--- config.mk ---
export PLATFORM = sky130hd
export DESIGN_NAME = byte_serial_add_ctrl
export DESIGN_NICKNAME = d
export VERILOG_FILES = /design/src/rtl/byte_serial_add_ctrl_pkg.sv /design/src/rtl/csa8_slice.sv /design/src/rtl/byte_serial_add_ctrl.sv
export SDC_FILE = /design/constraint.sdc
export NUM_CORES = 1
export LEC_CHECK = 0
export ABC_AREA = 1
export BUFFER_PORTS_ARGS = -buffer_cell sky130_fd_sc_hd__clkbuf_2
export CORE_ASPECT_RATIO = 1.2
export CORE_MARGIN = 1.5
export CORE_UTILIZATION = 30
export DETAILED_ROUTE_END_ITERATION = 10
export PLACE_DENSITY = 0.5
export SLEW_MARGIN = 0
export SYNTH_ARGS = -nofsm -noshare
export SYNTH_HDL_FRONTEND = slang
export SYNTH_HIERARCHICAL = 1
export SYNTH_SLANG_ARGS = --single-unit
--- constraint.sdc ---
create_clock -name clk -period 5.3 [get_ports clk]
set_input_delay 0.265 -clock clk [delete_from_list [all_inputs] [get_ports clk]]
set_output_delay 0.265 -clock clk [all_outputs]
set_load 0.02 [all_outputs]
--- src/rtl/byte_serial_add_ctrl_pkg.sv ---
// Shared definitions for the byte-serial add/subtract sequencer:
// FSM state encodings, default operand size, index-width helper and
// the 4-bit ripple primitive used by the carry-select slice.
package byte_serial_add_ctrl_pkg;

  localparam int NBYTES_DEF = 4;

  localparam logic [1:0] S_IDLE = 2'd0;
  localparam logic [1:0] S_RUN  = 2'd1;
  localparam logic [1:0] S_DONE = 2'd2;

  // Width of the byte index counter; never narrower than one bit so that
  // a single-byte configuration still has a legal (constant-zero) index.
  function automatic int idx_width(input int n);
    int w;
    w = 1;
    while ((1 << w) < n) begin
      w = w + 1;
    end
    return w;
  endfunction

  // 4-bit ripple adder, returns {carry_out, sum[3:0]}.
  function automatic logic [4:0] ripple4(input logic [3:0] x,
                                         input logic [3:0] y,
                                         input logic       c);
    logic       c_v;
    logic [3:0] s_v;
    c_v = c;
    s_v = 4'h0;
    for (int i = 0; i < 4; i++) begin
      s_v[i] = x[i] ^ y[i] ^ c_v;
      c_v    = (x[i] & y[i]) | (c_v & (x[i] ^ y[i]));
    end
    return {c_v, s_v};
  endfunction

endpackage

--- src/rtl/csa8_slice.sv ---
// Combinational 8-bit carry-select adder slice. Each nibble is computed
// twice (carry-in 0 and 1) and the real carry picks the result, so the
// critical path is one nibble ripple plus two mux levels.
module csa8_slice
  import byte_serial_add_ctrl_pkg::*;
(
  input  logic [7:0] a,
  input  logic [7:0] b,
  input  logic       cin,
  output logic [7:0] sum,
  output logic       cout
);

  logic [4:0] lo0_s;
  logic [4:0] lo1_s;
  logic [4:0] hi0_s;
  logic [4:0] hi1_s;
  logic [4:0] lo_sel_s;
  logic [4:0] hi_sel_s;

  assign lo0_s = ripple4(a[3:0], b[3:0], 1'b0);
  assign lo1_s = ripple4(a[3:0], b[3:0], 1'b1);
  assign hi0_s = ripple4(a[7:4], b[7:4], 1'b0);
  assign hi1_s = ripple4(a[7:4], b[7:4], 1'b1);

  // Select nibble results with the incoming and intermediate carries.
  always_comb begin
    lo_sel_s = 5'h00;
    hi_sel_s = 5'h00;
    if (cin) begin
      lo_sel_s = lo1_s;
    end else begin
      lo_sel_s = lo0_s;
    end
    if (lo_sel_s[4]) begin
      hi_sel_s = hi1_s;
    end else begin
      hi_sel_s = hi0_s;
    end
  end

  assign sum  = {hi_sel_s[3:0], lo_sel_s[3:0]};
  assign cout = hi_sel_s[4];

endmodule

--- src/rtl/byte_serial_add_ctrl.sv ---
// Byte-serial add/subtract sequencer around one shared csa8_slice.
// Operands are captured on accept (B pre-inverted for subtraction), then
// processed LSB byte first, one byte per clock. The result is built in a
// working register and only copied to the output register on the last
// byte, so an aborted operation never exposes a partial sum.
module byte_serial_add_ctrl
  import byte_serial_add_ctrl_pkg::*;
#(
  parameter int NBYTES = NBYTES_DEF
) (
  input  logic              clk,
  input  logic              rst_n,
  input  logic              in_valid,
  output logic              in_ready,
  input  logic [8*NBYTES-1:0] in_a,
  input  logic [8*NBYTES-1:0] in_b,
  input  logic              in_sub,
  output logic              out_valid,
  input  logic              out_ready,
  output logic [8*NBYTES-1:0] out_sum,
  output logic              out_cout,
  output logic              out_ovf,
  output logic              busy
);

  localparam int W    = 8 * NBYTES;
  localparam int IDXW = idx_width(NBYTES);
  localparam logic [IDXW-1:0] IDX_LAST = IDXW'(NBYTES - 1);

  logic [1:0]      state_r;
  logic [1:0]      state_nxt_s;
  logic [IDXW-1:0] idx_r;
  logic            carry_r;
  logic [W-1:0]    a_r;
  logic [W-1:0]    b_r;
  logic [W-1:0]    work_r;
  logic [W-1:0]    sum_r;
  logic            cout_r;
  logic            ovf_r;
  logic            in_ready_r;
  logic            out_valid_r;
  logic            busy_r;

  logic [7:0]      a_byte_s;
  logic [7:0]      b_byte_s;
  logic [7:0]      slice_sum_s;
  logic            slice_cout_s;
  logic [W-1:0]    merged_s;
  logic            last_s;

  assign last_s = (idx_r == IDX_LAST);

  // Select the operand byte addressed by the current index.
  always_comb begin
    a_byte_s = 8'h00;
    b_byte_s = 8'h00;
    for (int i = 0; i < NBYTES; i++) begin
      a_byte_s = (idx_r == IDXW'(i)) ? a_r[i*8 +: 8] : a_byte_s;
      b_byte_s = (idx_r == IDXW'(i)) ? b_r[i*8 +: 8] : b_byte_s;
    end
  end

  csa8_slice u_slice (
    .a    (a_byte_s),
    .b    (b_byte_s),
    .cin  (carry_r),
    .sum  (slice_sum_s),
    .cout (slice_cout_s)
  );

  // Working result with the freshly computed byte dropped into place.
  always_comb begin
    merged_s = work_r;
    for (int i = 0; i < NBYTES; i++) begin
      merged_s[i*8 +: 8] = (idx_r == IDXW'(i)) ? slice_sum_s : work_r[i*8 +: 8];
    end
  end

  // Next-state logic for IDLE -> RUN -> DONE -> IDLE.
  always_comb begin
    state_nxt_s = S_IDLE;
    case (state_r)
      S_IDLE: begin
        if (in_valid) begin
          state_nxt_s = S_RUN;
        end else begin
          state_nxt_s = S_IDLE;
        end
      end
      S_RUN: begin
        if (last_s) begin
          state_nxt_s = S_DONE;
        end else begin
          state_nxt_s = S_RUN;
        end
      end
      S_DONE: begin
        if (out_ready) begin
          state_nxt_s = S_IDLE;
        end else begin
          state_nxt_s = S_DONE;
        end
      end
      default: state_nxt_s = S_IDLE;
    endcase
  end

  // State register plus handshake flags registered from the next state.
  always_ff @(posedge clk or negedge rst_n) begin
    if (!rst_n) begin
      state_r     <= S_IDLE;
      in_ready_r  <= 1'b1;
      out_valid_r <= 1'b0;
      busy_r      <= 1'b0;
    end else begin
      state_r     <= state_nxt_s;
      in_ready_r  <= (state_nxt_s == S_IDLE);
      out_valid_r <= (state_nxt_s == S_DONE);
      busy_r      <= (state_nxt_s != S_IDLE);
    end
  end

  // Operand capture, per-byte accumulation and final result latching.
  always_ff @(posedge clk or negedge rst_n) begin
    if (!rst_n) begin
      idx_r   <= '0;
      carry_r <= 1'b0;
      a_r     <= '0;
      b_r     <= '0;
      work_r  <= '0;
      sum_r   <= '0;
      cout_r  <= 1'b0;
      ovf_r   <= 1'b0;
    end else begin
      case (state_r)
        S_IDLE: begin
          if (in_valid) begin
            a_r     <= in_a;
            b_r     <= in_b ^ {W{in_sub}};
            idx_r   <= '0;
            carry_r <= in_sub;
            work_r  <= '0;
          end
        end
        S_RUN: begin
          work_r  <= merged_s;
          carry_r <= slice_cout_s;
          if (last_s) begin
            sum_r  <= merged_s;
            cout_r <= slice_cout_s;
            ovf_r  <= (a_r[W-1] == b_r[W-1]) && (slice_sum_s[7] != a_r[W-1]);
          end else begin
            idx_r <= idx_r + IDXW'(1);
          end
        end
        default: begin
          idx_r <= idx_r;
        end
      endcase
    end
  end

  assign in_ready  = in_ready_r;
  assign out_valid = out_valid_r;
  assign busy      = busy_r;
  assign out_sum   = sum_r;
  assign out_cout  = cout_r;
  assign out_ovf   = ovf_r;

endmodule
==> metrics.log, run 1 <==
[metrics] worst-case hold path end point: a_r[14]$_DFFE_PN0P_
[metrics] startpoint of the tightest hold check path: in_a[14]
[metrics] all-layer global routing usage: 15.7%
[metrics] vertical extent of the die: 170 um
[metrics] clock share of power: 21.3%
[metrics] cell count after synthesis: 905
[metrics] number of placement rows: 60
[metrics] net switching fraction of the power: 45.3%
[metrics] worst clock skew: 0.00916 ns
[metrics] core area: 22,600 um2
[metrics] combinational share of power: 48.2%
[metrics] worst-path fanout max: 11
[metrics] TritonRoute pass-1 iters: 6
[metrics] placement-stage cell area: 7670 um2
[metrics] post-route setup TNS: 0 ns
[metrics] run status: finished clean
[metrics] area growth from synthesis to final layout: 18.9%
[metrics] leakage component of the power: 4.60 nW
[metrics] fin nets: 1,075
[metrics] fraction of layout cells with a size suffix above 1: 15.3%
[metrics] Worst Setup Slack post-DPL: 0.429 ns
[metrics] CTS Root Cell: clkbuf_16
[metrics] antenna violations before repair: 0
[metrics] top library cells by usage in the layout, fill and taps aside: nand2_1 (470), dfrtp_1 (137), clkbuf_2 (104)
[metrics] total congestion overflow: 0
[metrics] post-route antenna net violation count: 0
[metrics] sequential cell fraction of total power: 30.5%
[metrics] relative slew slack: 36.0%
[metrics] maximum number of pins on one net before global-route repair: 94
[metrics] horizontal extent of the die: 142 um
[metrics] count of buffers inserted at the top-level ports: 105
[metrics] die area: 24,200 um2
[metrics] Worst setup EP type: register
[metrics] internal reg-to-reg setup slack: 0.37 ns
[metrics] Worst Tran Pin Value: 0.960 ns
[metrics] drt total wl: 18,000 um
[metrics] synthesized net count: 989
[metrics] buffers from clock root to sink, at most: 2
[metrics] master of the slowest instance on the critical path: dfrtp_1
[metrics] worst setup path startpoint: idx_r[1]$_DFFE_PN0P_
[metrics] wire length per cell after detailed routing: 13.7 um
[metrics] Clock Pin Slew Worst Setup and Hold Paths: 0.06 ns
[metrics] type of the setup path with the least slack: register to register
[metrics] violation count after the first detailed-route iteration: 382
[metrics] clock period minus final worst setup slack: 4.93 ns
[metrics] CTS buffer count: 17
[metrics] number of clock sinks: 138
[metrics] GP Congestion: 0.821
[metrics] crit start category: register
[metrics] maximum frequency from static timing analysis: 203 MHz
[metrics] synthesized cell area: 6980 um2
[metrics] Slowest Stage Delay on Critical Path: 0.42 ns
[metrics] number of max-cap violations: 0
[metrics] vias in the first global route: 5,588
[metrics] P per Cell Area: 702 nW/um2
[metrics] total count of hold-check failures in the final report: 0
[metrics] RSZ-0062 raised after global routing: no
[metrics] I/O pin count: 106
[metrics] latest clock arrival within the worst-skew pair: 0.43 ns
[metrics] post-synth cell types: 23
[metrics] data required time of the critical path: 5.66 ns
[metrics] setup bufs post-CTS: 0
[metrics] overall via count from detail_route: 5,694
[metrics] most frequent standard cell in the layout excluding fill and tap cells: nand2_1
[metrics] summed area of non-filler cells in the final layout: 8300 um2
[metrics] worst min path class: input port to register
[metrics] Max VDD drop: 0.343 mV
[metrics] worst reg2reg path depth: 26
[metrics] worst reg2reg path startpoint: idx_r[1]$_DFFE_PN0P_
[metrics] first-pass GRT wire length: 29,100 um
[metrics] vias per cell: 4.33
[metrics] Crit path top cell by count: nand2_1
[metrics] Arr. time, crit path: 5.29 ns
[metrics] Hold Crit Depth: 3
[metrics] H-tree depth: 4
[metrics] cell internal pwr: 3.18 mW
[metrics] register bit total from synthesis: 138
[metrics] antenna cells: 0
[metrics] switching power total: 2.64 mW
[metrics] Final Slew Violations: 0
[metrics] endpoint of the worst register-to-register path: out_sum[15]$_DFFE_PN0P_
[metrics] final routed DRC violation total: 0
[metrics] estimated wirelength of the detail-placed design: 12,300 um
[metrics] number of warnings issued by yosys: 6
[metrics] final setup slack of the worst path: 0.370 ns
[metrics] part of the Yosys area used for sequential elements: 49.5%
[metrics] per-instance average area after synthesis: 7.71 um2
[metrics] initial core utilization: 30.9%
[metrics] clock tree from TritonCTS: done
[metrics] Setup Viol. Count Final: 0
[metrics] period utilisation layout: 93.0%
-- logic make-up after synthesis --
| group | after synthesis | share of synthesized area (%) |
|---|---|---|
| simple gates | 534 | 30.1 |
| flops | 138 | 49.5 |
| buf+inv | 118 | 8.14 |
| compound gates | 68 | 4.88 |
| xor+xnor | 32 | 4.02 |
| fa+ha+maj | 15 | 3.34 |
-- power by group through the flow --
stage,clock network (mW),logic [mW],registers (mW)
after CTS,1.27,2.86,1.78
after global placement,0,2.83,1.79
after detailed placement,0,2.85,1.79
final,1.24,2.81,1.77
after floorplan,0,1.88,1.84
after global routing,1.32,3.22,1.83
-- cell usage after synthesis (all sizes together) --
cell,count,share of area (%)
nand2,472,25
dfrtp,137,49
inv,68,3.7
nand3,53,4.0
buf,41,4.0
a21oi,36,2.6
o21ai,32,2.3
xor2,32,4.0
clkbuf,9,0.48
ha,9,1.6
fa,6,1.7
nor2,6,0.36
nand3b,2,0.22
dfstp,1,0.38
nand4,1,0.090
-- stage by stage --
stage / total power [mW] / utilization (%) / cells / hold slack [ns]
3_5_place_dp: 4.64 / 33.9 / 1281 / 0.421
3_3_place_gp: 4.62 / 33.9 / 1281 / 0.426
2_1_floorplan: 3.73 / - / 905 / -0.0306
6_report: 5.82 / 36.7 / 1314 / 0.0356
5_1_grt: 6.37 / 36.7 / 1314 / 0.0322
4_1_cts: 5.91 / 36.7 / 1314 / 0.0140
-- cell type report --
cell class	instances	area (um2)
clock buffers	25	505
clock inverters	7	113
fillers	2444	14300
inverters	68	258
multi-input cells	649	2950
flip-flops and latches	138	3450
well taps	310	388
repair buffers	117	624
-- sequential cells by signal, indices dropped and copies added (netlist names) --
register   flops
busy           1
idx_r          2
b_r           32
out_valid      1
out_cout       1
a_r           32
in_ready       1
state_r        2
work_r        32
carry_r        1
out_ovf        1
out_sum       32
-- layer usage --
layer	track usage [%]	share of wire, %
met2	26.2	49
met1	20.3	46
met3	3.12	3.9
met4	4.89	1.3
met5	0	0
-- critical path: cells and delay by family (launching register included) --
kind / cells / cell delay, ns
simple gates: 9 / 0.68
compound gates: 2 / 0.34
flops: 1 / 0.42
fa+ha+maj: 8 / 2.67
buf+inv: 7 / 0.76
-- timing repair --
action	in CTS	in global routing
resized for setup	0	0
hold buffers	1	0
endpoints found under the hold margin	91	0
-- how the worst max path moves through the flow --
stage | slack, ns | to
3_5_place_dp | 0.43 | work_r[15]$_DFFE_PN0P_
3_3_place_gp | 0.56 | out_sum[15]$_DFFE_PN0P_
5_1_grt | 0.06 | work_r[15]$_DFFE_PN0P_
2_1_floorplan | 0.89 | work_r[15]$_DFFE_PN0P_
6_report | 0.37 | out_sum[15]$_DFFE_PN0P_
4_1_cts | 0.41 | out_sum[15]$_DFFE_PN0P_
Note: power is estimated with default switching activity, not from simulation.
==> inputs of run 2 (changes only) <==
--- a/config.mk
+++ b/config.mk
@@ -8,7 +8,7 @@
 export ABC_AREA = 1
 export BUFFER_PORTS_ARGS = -buffer_cell sky130_fd_sc_hd__clkbuf_2
 export CORE_ASPECT_RATIO = 1.2
-export CORE_MARGIN = 1.5
+export CORE_MARGIN = 2
 export CORE_UTILIZATION = 30
 export DETAILED_ROUTE_END_ITERATION = 10
 export PLACE_DENSITY = 0.5
==> metrics.log, run 2 (same netlist as run 1, synthesis figures left out) <==
[metrics] overall via count from detail_route: 5,721
[metrics] buffers from clock root to sink, at most: 2
[metrics] estimated wirelength of the detail-placed design: 12,500 um
[metrics] Arr. time, crit path: 5.19 ns
[metrics] run status: finished clean
[metrics] Clock Pin Slew Worst Setup and Hold Paths: 0.06 ns
[metrics] internal reg-to-reg setup slack: 0.47 ns
[metrics] most frequent standard cell in the layout excluding fill and tap cells: nand2_1
[metrics] number of placement rows: 61
[metrics] worst setup path startpoint: idx_r[1]$_DFFE_PN0P_
[metrics] total congestion overflow: 0
[metrics] first-pass GRT wire length: 29,300 um
[metrics] Worst Tran Pin Value: 0.956 ns
[metrics] drt total wl: 18,300 um
[metrics] wire length per cell after detailed routing: 13.8 um
[metrics] latest clock arrival within the worst-skew pair: 0.42 ns
[metrics] GP Congestion: 0.808
[metrics] relative slew slack: 36.2%
[metrics] final routed DRC violation total: 0
[metrics] Slowest Stage Delay on Critical Path: 0.46 ns
[metrics] Worst setup EP type: register
[metrics] Final Slew Violations: 0
[metrics] clock period minus final worst setup slack: 4.83 ns
[metrics] count of buffers inserted at the top-level ports: 105
[metrics] core area: 23,000 um2
[metrics] post-route antenna net violation count: 0
[metrics] vias per cell: 4.34
[metrics] maximum frequency from static timing analysis: 207 MHz
[metrics] post-route setup TNS: 0 ns
[metrics] final setup slack of the worst path: 0.469 ns
[metrics] destination of the critical timing path: work_r[15]$_DFFE_PN0P_
[metrics] data required time of the critical path: 5.66 ns
[metrics] I/O pin count: 106
[metrics] antenna cells: 0
[metrics] Crit path top cell by count: nand2_1
[metrics] fin nets: 1,074
[metrics] violation count after the first detailed-route iteration: 270
[metrics] period utilisation layout: 91.2%
[metrics] crit start category: register
[metrics] initial core utilization: 30.4%
[metrics] die area: 24,500 um2
[metrics] number of clock sinks: 138
[metrics] type of the setup path with the least slack: register to register
[metrics] area growth from synthesis to final layout: 19.2%
[metrics] H-tree depth: 4
[metrics] Setup Viol. Count Final: 0
[metrics] maximum number of pins on one net before global-route repair: 80
[metrics] worst reg2reg path startpoint: idx_r[1]$_DFFE_PN0P_
[metrics] antenna violations before repair: 0
[metrics] master of the slowest instance on the critical path: ha_1
[metrics] P per Cell Area: 705 nW/um2
[metrics] TritonRoute pass-1 iters: 5
[metrics] Max VDD drop: 0.269 mV
[metrics] all-layer global routing usage: 15.5%
[metrics] CTS Root Cell: clkbuf_16
[metrics] Register Area: 3450 um2
[metrics] worst clock skew: 0.00567 ns
[metrics] vias in the first global route: 5,463
[metrics] clock tree from TritonCTS: done
[metrics] final-layout fill cell count: 2,462
[metrics] worst reg2reg path depth: 24
[metrics] CTS buffer count: 17
[metrics] leakage component of the power: 4.61 nW
[metrics] RSZ-0062 raised after global routing: no
[metrics] fraction of layout cells with a size suffix above 1: 15.3%
[metrics] top library cells by usage in the layout, fill and taps aside: nand2_1 (470), dfrtp_1 (137), clkbuf_2 (104)
[metrics] horizontal extent of the die: 143 um
[metrics] total count of hold-check failures in the final report: 0
[metrics] endpoint of the worst register-to-register path: work_r[15]$_DFFE_PN0P_
[metrics] Worst Setup Slack post-DPL: 0.493 ns
[metrics] number of max-cap violations: 0
[metrics] worst-path fanout max: 13
[metrics] worst min path class: input port to register
[metrics] vertical extent of the die: 171 um
[metrics] CP Cell Sequence: inv_1, ha_1, inv_1, nand3_1, nand2_1, nand2_1, nand2_1, ha_1, o21ai_1, fa_1, inv_1, fa_1, fa_1, nand2_1, nand2_1, fa_1, fa_1, inv_1, fa_1, inv_1, inv_1, o21ai_0, nand2_1, nand2_1
[metrics] area of combinational cells with multiple inputs: 2950 um2
## run 2: worst min-delay path by stage
| stage | startpoint | endpoint | slack, ns | cells after the start |
|---|---|---|---|---|
| 6_report | in_a[1] | a_r[1]$_DFFE_PN0P_ | 0.03 | 3 |
| 5_1_grt | in_a[14] | a_r[14]$_DFFE_PN0P_ | 0.03 | 3 |
| 4_1_cts | in_a[1] | a_r[1]$_DFFE_PN0P_ | 0.02 | 3 |
| 3_5_place_dp | rst_n | out_sum[2]$_DFFE_PN0P_ | 0.37 | 1 |
| 3_3_place_gp | rst_n | out_sum[2]$_DFFE_PN0P_ | 0.37 | 1 |
| 2_1_floorplan | rst_n | a_r[0]$_DFFE_PN0P_ | -0.03 | 0 |
## run 2: final cells by class
cell class | count | area share (%)
sequential | 138 | 41.5
multi-input combinational | 649 | 35.5
timing repair buffer | 116 | 7.42
clock buffer | 25 | 6.08
tap | 315 | 4.74
inverter | 68 | 3.10
clock inverter | 7 | 1.62
## run 2: power breakdown
part | switching [mW] | total [mW] | internal, mW
Combinational | 1.94 | 2.80 | 0.863
Clock | 0.443 | 1.29 | 0.848
Sequential | 0.266 | 1.77 | 1.51
## run 2: stage by stage
| step | instance area, um2 | util (%) | total power [mW] | hold slack [ns] | cells |
|---|---|---|---|---|---|
| finish | 8320 | 36.2 | 5.86 | 0.0343 | 1318 |
| global route | 8320 | 36.2 | 6.39 | 0.0337 | 1318 |
| CTS | 8320 | 36.2 | 5.95 | 0.0203 | 1318 |
| detailed placement | 7670 | 33.4 | 4.63 | 0.371 | 1285 |
| global placement | 7670 | 33.4 | 4.61 | 0.371 | 1285 |
| floorplan | 6980 | - | 3.73 | -0.0306 | 905 |
## run 2: what timing repair did
item / 4_1_cts / 5_1_grt
hold buffers: 1 / 0
gates resized for setup: 0 / 0
buffers inserted: 0 / 0
endpoints found under the hold margin: 78 / 0
## run 2: critical path, delay by kind of cell (launching register included)
family                     cells  cell delay (ns)
DFF                            1             0.43
and+or+nand+nor                8             0.59
adders and majority gates      8             2.77
buffers and inverters          6             0.57
AOI/OAI and AO/OA              2             0.39
## run 2: layer usage
metal  part of all wire [%]  wire [um]  track usage, %  up-vias
met5                      0          0               0        -
met2                     49       8890            25.8      110
met3                    3.3        606            2.83       19
li1                       -          -               -     2931
met1                     47       8490            20.5     2661
met4                    1.5        267            5.20        0
